File: src/rtl/conv_encoder.sv
// Rate-1/2, K=3 convolutional encoder (G0=111, G1=101) with frame indexing.
// One data bit is accepted per handshake and one registered 2-bit symbol is produced
// one cycle later. sym_index/frame_start/frame_end pair each symbol with its
// position in the frame.
// Build option: define TAIL_FLUSH_EN to append two zero tail symbols per frame and
// force the trellis back to state 00 at every frame boundary. Without it the encoder
// streams, and its shift register carries across frame boundaries.
module conv_encoder #(
  parameter int unsigned FRAME_LEN = 8,
  parameter int unsigned IDX_W     = 4
) (
  input  logic             clk,
  input  logic             rst,
  input  logic             refresh,
  input  logic             valid_in,
  input  logic             data_in,
  output logic             ready_in,
  output logic             valid_out,
  input  logic             ready_out,
  output logic [1:0]       encoded_out,
  output logic [IDX_W-1:0] sym_index,
  output logic             frame_start,
  output logic             frame_end
);

  localparam logic [IDX_W-1:0] LAST_DATA = IDX_W'(FRAME_LEN - 1);
  localparam logic [IDX_W-1:0] IDX_ONE   = IDX_W'(1);

`ifdef TAIL_FLUSH_EN
  localparam logic [IDX_W-1:0] LAST_TAIL = IDX_W'(FRAME_LEN + 1);

  typedef enum logic [1:0] {
    IDLE  = 2'd0,
    DATA  = 2'd1,
    FLUSH = 2'd2
  } state_t;
`else
  typedef enum logic [1:0] {
    IDLE  = 2'd0,
    DATA  = 2'd1
  } state_t;
`endif

  state_t           state_q, state_d;
  logic [1:0]       shreg_q, shreg_d;   // {s1,s0}, s1 holds the most recent bit
  logic [IDX_W-1:0] count_q, count_d;   // index the next symbol of the frame will carry
  logic             valid_d;
  logic [1:0]       enc_d;
  logic [IDX_W-1:0] idx_d;
  logic             fs_d;
  logic             fe_d;
  logic             out_free;
  logic             accept;

  // Handshake, next-state, and next-symbol logic
  always_comb begin
    state_d  = state_q;
    shreg_d  = shreg_q;
    count_d  = count_q;
    valid_d  = valid_out;
    enc_d    = encoded_out;
    idx_d    = sym_index;
    fs_d     = frame_start;
    fe_d     = frame_end;

    out_free = !valid_out || ready_out;
`ifdef TAIL_FLUSH_EN
    ready_in = rst && out_free && !refresh && (state_q != FLUSH);
`else
    ready_in = rst && out_free && !refresh;
`endif
    accept   = valid_in && ready_in;

    if (refresh) begin
      // Frame restart: drop any pending symbol and discard the partial frame
      state_d = IDLE;
      shreg_d = 2'b00;
      count_d = '0;
      valid_d = 1'b0;
      enc_d   = 2'b00;
      idx_d   = '0;
      fs_d    = 1'b0;
      fe_d    = 1'b0;
    end else begin
      // A consumed symbol with nothing new behind it leaves the slot empty
      if (out_free) begin
        valid_d = 1'b0;
      end

      if (accept) begin
        valid_d = 1'b1;
        enc_d   = {data_in ^ shreg_q[1] ^ shreg_q[0], data_in ^ shreg_q[0]};
        shreg_d = {data_in, shreg_q[1]};
        idx_d   = count_q;
        fs_d    = (state_q == IDLE);
        fe_d    = 1'b0;
        if (count_q == LAST_DATA) begin
`ifdef TAIL_FLUSH_EN
          state_d = FLUSH;
          count_d = count_q + IDX_ONE;
`else
          state_d = IDLE;
          count_d = '0;
          fe_d    = 1'b1;
`endif
        end else begin
          state_d = DATA;
          count_d = count_q + IDX_ONE;
        end
      end
`ifdef TAIL_FLUSH_EN
      else if ((state_q == FLUSH) && out_free) begin
        // Tail symbol: encode an injected zero bit
        valid_d = 1'b1;
        enc_d   = {shreg_q[1] ^ shreg_q[0], shreg_q[0]};
        shreg_d = {1'b0, shreg_q[1]};
        idx_d   = count_q;
        fs_d    = 1'b0;
        if (count_q == LAST_TAIL) begin
          fe_d    = 1'b1;
          state_d = IDLE;
          count_d = '0;
          shreg_d = 2'b00;
        end else begin
          fe_d    = 1'b0;
          count_d = count_q + IDX_ONE;
        end
      end
`endif
    end
  end

  // State, trellis, counter and output symbol registers
  always_ff @(posedge clk) begin
    if (!rst) begin
      state_q     <= IDLE;
      shreg_q     <= 2'b00;
      count_q     <= '0;
      valid_out   <= 1'b0;
      encoded_out <= 2'b00;
      sym_index   <= '0;
      frame_start <= 1'b0;
      frame_end   <= 1'b0;
    end else begin
      state_q     <= state_d;
      shreg_q     <= shreg_d;
      count_q     <= count_d;
      valid_out   <= valid_d;
      encoded_out <= enc_d;
      sym_index   <= idx_d;
      frame_start <= fs_d;
      frame_end   <= fe_d;
    end
  end

endmodule

File: config.mk
export PLATFORM = sky130hd
export DESIGN_NAME = conv_encoder
export DESIGN_NICKNAME = d
export VERILOG_FILES = /design/src/rtl/conv_encoder.sv
export SDC_FILE = /design/constraint.sdc
export NUM_CORES = 1
export LEC_CHECK = 0
export CORE_MARGIN = 4
export CORE_UTILIZATION = 45
export CTS_CLUSTER_SIZE = 25
export DETAILED_ROUTE_END_ITERATION = 8
export PLACE_DENSITY_LB_ADDON = 0.05
export RECOVER_POWER = 100
export SYNTH_ARGS = -nofsm -noshare
export SYNTH_HDL_FRONTEND = slang
export SYNTH_SLANG_ARGS = --single-unit
File: constraint.sdc
create_clock -name clk -period 1.4 [get_ports clk]
set_input_delay 0.28 -clock clk [delete_from_list [all_inputs] [get_ports clk]]
set_output_delay 0.28 -clock clk [all_outputs]
set_load 0.02 [all_outputs]
### Word-level counts from Yosys, hierarchy flattened

Index checks and enable logic that the tools add are counted.
Widths: inputs -> output; s select.

| operators by class | value |
|---|---|
| add/sub/neg operators | 1 |
| equality and inequality tests | 1 |
| multiplexer cells | 5 |
| bitwise gates (word level) | 4 |
| reduce and logical (&&, ||, !) cells | 9 |

Operators by type and width:

| kind | count |
|---|---|
| $add 4x1->4 const B | 1 |
| $eq 4x3->1 const B | 1 |
| $mux 1 | 4 |
| $mux 4 | 1 |
| $logic_and 1x1->1 | 3 |
| $xor 1x1->1 | 3 |
| $logic_not 1->1 | 2 |
| $logic_not 2->1 | 1 |
| $reduce_bool 2->1 | 1 |
| $reduce_or 2->1 | 1 |
| $logic_or 1x1->1 | 1 |
| $not 1->1 | 1 |

| word-level totals | value |
|---|---|
| register bits | 17 |
| input bits | 6 |
| output and inout bits | 10 |

### Depth between registers and ports, before layout

| logic depth | value |
|---|---|
| depth in word-level cells | 6 |
| depth in mapped cells | 6 |
| mapped depth without buffers | 4 |

### Worst setup path after synthesis

OpenSTA, ideal clock, no wires.

| path | value |
|---|---|
| kind | register to register |
| start | reg valid_out |
| end | reg count_q[3] |
| arrival time | 1.188 ns |
| slack | 0.142 ns |
| cell stages (with the launch flop) | 5 |
| path buffers | 0 |
| path through | dfxtp_1 > nand2b_1 > nand3_2 > or4_1 > a21oi_1 |

| on the way | value |
|---|---|
| word-level cells in the longest chain between the ends | 5 |

RTL lines:

| element | line | RTL |
|---|---|---|
| start: declaration | 18 | `output logic valid_out,` |
| start signal: assignment | 148 | `valid_out <= valid_d;` |
| $logic_not 1->1 | 66 | `out_free = !valid_out \|\| ready_out;` |
| $logic_or 1x1->1 | 66 |  |
| $logic_and 1x1->1 (2 in series) | 70 | `ready_in = rst && out_free && !refresh;` |
| $logic_and 1x1->1 | 72 | `accept = valid_in && ready_in;` |
| end signal: assignment | 147 | `count_q <= count_d;` |
| end: declaration | 46 | `logic [IDX_W-1:0] count_q, count_d;` |

Every way passes these cells.
A chain may end at the register's enable or synchronous reset.

### Worst setup path in the final report

| path | value |
|---|---|
| start | in ready_out |
| end | out ready_in |

| on the way | value |
|---|---|
| word-level cells in the longest chain between the ends | 3 |

RTL lines:

| element | line | RTL |
|---|---|---|
| start: declaration | 19 | `input logic ready_out,` |
| $logic_or 1x1->1 | 66 |  |
| $logic_and 1x1->1 (2 in series) | 70 |  |
| end: declaration | 17 | `output logic ready_in,` |

Every way passes these cells.

==> impl_metrics.csv <==
group,metric,value,unit
synthesis,syn_area,646,um2
sta,slew_headroom,78.1,%
cts,clkSlewWorstSetupHoldPaths,0.09,ns
synthesis,yosys_warnings,0,
synthesis,synth_cells,77,
final_layout,fillers,123,
run,cap_violations,0,
critical_path,crit_slowest_cell,"clkdlybuf4s50_1",
critical_path,critPathTopFamily,"buffers and inverters",
hold_path,hold_path.class,"register to register",
floorplanning,die_x,45.9,um
sta,setup_viol,0,
final_layout,final_cell_area,872,um2
drt,post_drt_wl_per_cell,10.7,um
place,hpwl,943,um
sta,clock_skew,0.00554,ns
final_layout,n_antenna_cell,0,
global_routing,antenna_found_initial,0,
power_and_ir_drop,irDropWorstVdd,451,uV
global_routing,grt_pass1_wl,2010,um
sta,grt_setup_unrepaired,"no",
final_layout,area_delta_synth_final,35.1,%
power_and_ir_drop,p_sw_share,22.5,%
critical_path,crit_type,"primary input to output pin",
synthesis,synth.yosys.seq_area_share,49.6,%
power_and_ir_drop,power_density,976,nW/um2
floorplanning,rows,13,
critical_path,cp_num_buf_inv,2,
drt,vias,570,
critical_path,path_cells,"clkdlybuf4s50_1, nor2b_1, nor2_1, buf_4",
global_routing,grt_max_degree,11,
synthesis,synthArstFlopShare,0,%
sta,layout_setup_ws,0.0576,ns
critical_path,regToRegSetupSlack,0.08,ns
critical_path,max_stage_delay,0.42,ns
synthesis,synth_edf_count,0,
outcome,status,"complete, no violations",
drt,wl,1240,um
place,place_area,860,um2
cts,root_buffer,"clkbuf_4",
critical_path,endpoint_kind,"output pin",
final_layout,final_nets,109,
drt,postRouteAntennaNets,0,
drt,drc_errors,0,
place,gp_congestion,0.749,
floorplanning,ios,16,
cts,post-cts-setup-buffers,0,
drt,drt_first_iter_violations,7,
global_routing,grt_usage,13.9,%
synthesis,ys_ff_latch,16,
final_layout,drive_above_1_share,14.9,%
synthesis,synth_cell_types,22,
power_and_ir_drop,total_power,0.000851,W
sta,final-max-slew-violation-count,0,
cts,hold_buffers,0,
power_and_ir_drop,comb_power_share,9.3,%
power_and_ir_drop,seqPwrFrac,54.7,%
place,dp_slack,-0.584,ns
sta,layout_min_cycle_time,1.34,ns
synthesis,avgSynthCellArea,8.38,um2
synthesis,yosys-top-cells-area,"dfxtp_1 (50%), nand2_1 (12%), nand3_1 (6.2%), a21oi_1 (4.7%), nor2_1 (2.9%)",
global_routing,grt-ovfl-total,0,
cts,htreeDepth,1,
critical_path,crit_path_max_fanout,2,
floorplanning,die_y,45.9,um
sta,fmax,745,MHz
floorplanning,core_area,1330,um2
critical_path,worstPathArrival,1.06,ns
cts,clk_latency,0.29,ns
global_routing,grt_pass1_vias,498,
sta,worstMarginPinSlew,0.328,ns
cts,clock_sinks,16,
power_and_ir_drop,p_sw,0.000192,W
place,numPortBuffers,15,
power_and_ir_drop,power_frac_clock,36.0,%
synthesis,synth_ff_type,"dfxtp_1",
critical_path,start_kind,"primary input",
sta,fin_crit_sh,95.9,%
floorplanning,die_area,2100,um2
cts,numCtsBuffers,3,
power_and_ir_drop,leakagePower,0.416,nW
cts,clock_path_buffers,2,
drt,via_per_inst,4.91,
synthesis,yosys.area.top_type,"dfxtp_1",
sta,hold_viol,0,
synthesis,synth_top_area_share,49.6,%
drt,firstDrtPassIters,3,
power_and_ir_drop,p_int,0.000659,W
floorplanning,initial_utilization,48.4,%
cts,cts_tree,"done",
synthesis,syn-num-nets,84,
critical_path,cp.required,1.12,ns
==> cell usage after synthesis, drive strengths merged, types with 2 or more instances <==
cell    number
dfxtp       16
clkbuf       2
nor2b        2
nand3        9
nand2b       2
nor2         5
nand2       20
buf          2
o21ai        3
a21oi        6
==> metrics by stage <==
step / hold WS [ns] / TNS [ns] / utilization, % / cells
floorplan: 0.379 / 0 / - / 77
global placement: 0.442 / -2.75 / 64.4 / 112
detailed placement: 0.444 / -2.94 / 64.4 / 112
CTS: 0.457 / 0 / 65.9 / 116
global route: 0.478 / 0 / 65.4 / 116
finish: 0.455 / 0 / 65.4 / 116
==> path summary, 6_finish.rpt <==
kind	endpoint	from	depth (start not counted)
setup / recovery	ready_in	ready_out	4
hold / removal	sym_index[1]	sym_index[1]	2
setup reg to reg	count_q[3]	count_q[0]	3
hold reg to reg	sym_index[1]	sym_index[1]	2
==> routing by layer <==
layer | share of wire, % | track usage [%] | wire, um | up-vias
met5 | 0 | 0 | 0 | -
met1 | 46 | 15.9 | 567 | 252
met4 | 2.5 | 10.2 | 31 | 0
met2 | 46 | 21.2 | 573 | 12
met3 | 5.3 | 4.74 | 65 | 4
li1 | - | - | - | 302
==> tightest hold or removal path, delay by kind of cell, from the launching register on <==
family	cells	cell delay, ns
flops	1	0.32
simple gates	2	0.10
==> cell families after synthesis <==
family          count (synthesis)  synth area share [%]
compound gates                  9                  6.98
fa+ha+maj                       1                  1.94
flops                          16                  49.6
simple gates                   44                  33.7
buf+inv                         4                  3.49
mux                             1                  1.55
xor+xnor                        2                  2.71
==> power by group through the flow <==
stage               sequential, W  clock (W)  combinational, W
global route             0.000467   0.000345         0.0000862
floorplan                0.000481          0         0.0000375
finish                   0.000466   0.000306         0.0000793
global placement         0.000476          0         0.0000879
CTS                      0.000466   0.000315         0.0000832
detailed placement       0.000476          0         0.0000887
==> cell type report <==
| cell class | count | area (um2) | share of cell area, % |
|---|---|---|---|
| tap | 15 | 18.8 | 2.15 |
| clock buffer | 4 | 36.3 | 4.16 |
| timing repair buffer | 24 | 190 | 21.8 |
| sequential | 16 | 320 | 36.7 |
| multi-input combinational | 57 | 307 | 35.2 |
==> layout by cell type (no fill, tap or decap) <==
cell type and count:
and3_1 1, mux2i_1 1, ha_1 1, xor2_1 1, clkbuf_1 2, or3_1 1
dfxtp_1 16, nor2_1 5, o21ai_0 3, clkbuf_4 3, buf_4 6, nor2b_1 1
and3b_1 1, clkbuf_8 1, nand3_2 1, a21oi_1 5, clkdlybuf4s15_1 1, nand3_1 8
clkdlybuf4s50_1 3, nand2b_1 2, clkbuf_2 2, dlygate4sd2_1 10, nor2b_4 1, nor3_1 1
or4_1 1, a21oi_2 1, nand2_1 20, xnor2_1 1, or2b_1 1
==> timing repair <==
action | in CTS | in global routing
gates resized for setup | 16 | 2
pin swaps | 4 | 0
setup endpoints to repair | 11 | 2
==> flip-flops by register name, indices dropped and copies added (netlist names) <==
register and count:
count_q 4, sym_index 4, encoded_out 2, shreg_q 2
frame_end 1, frame_start 1, state_q 1, valid_out 1
Power figures use the tool's default switching activity.
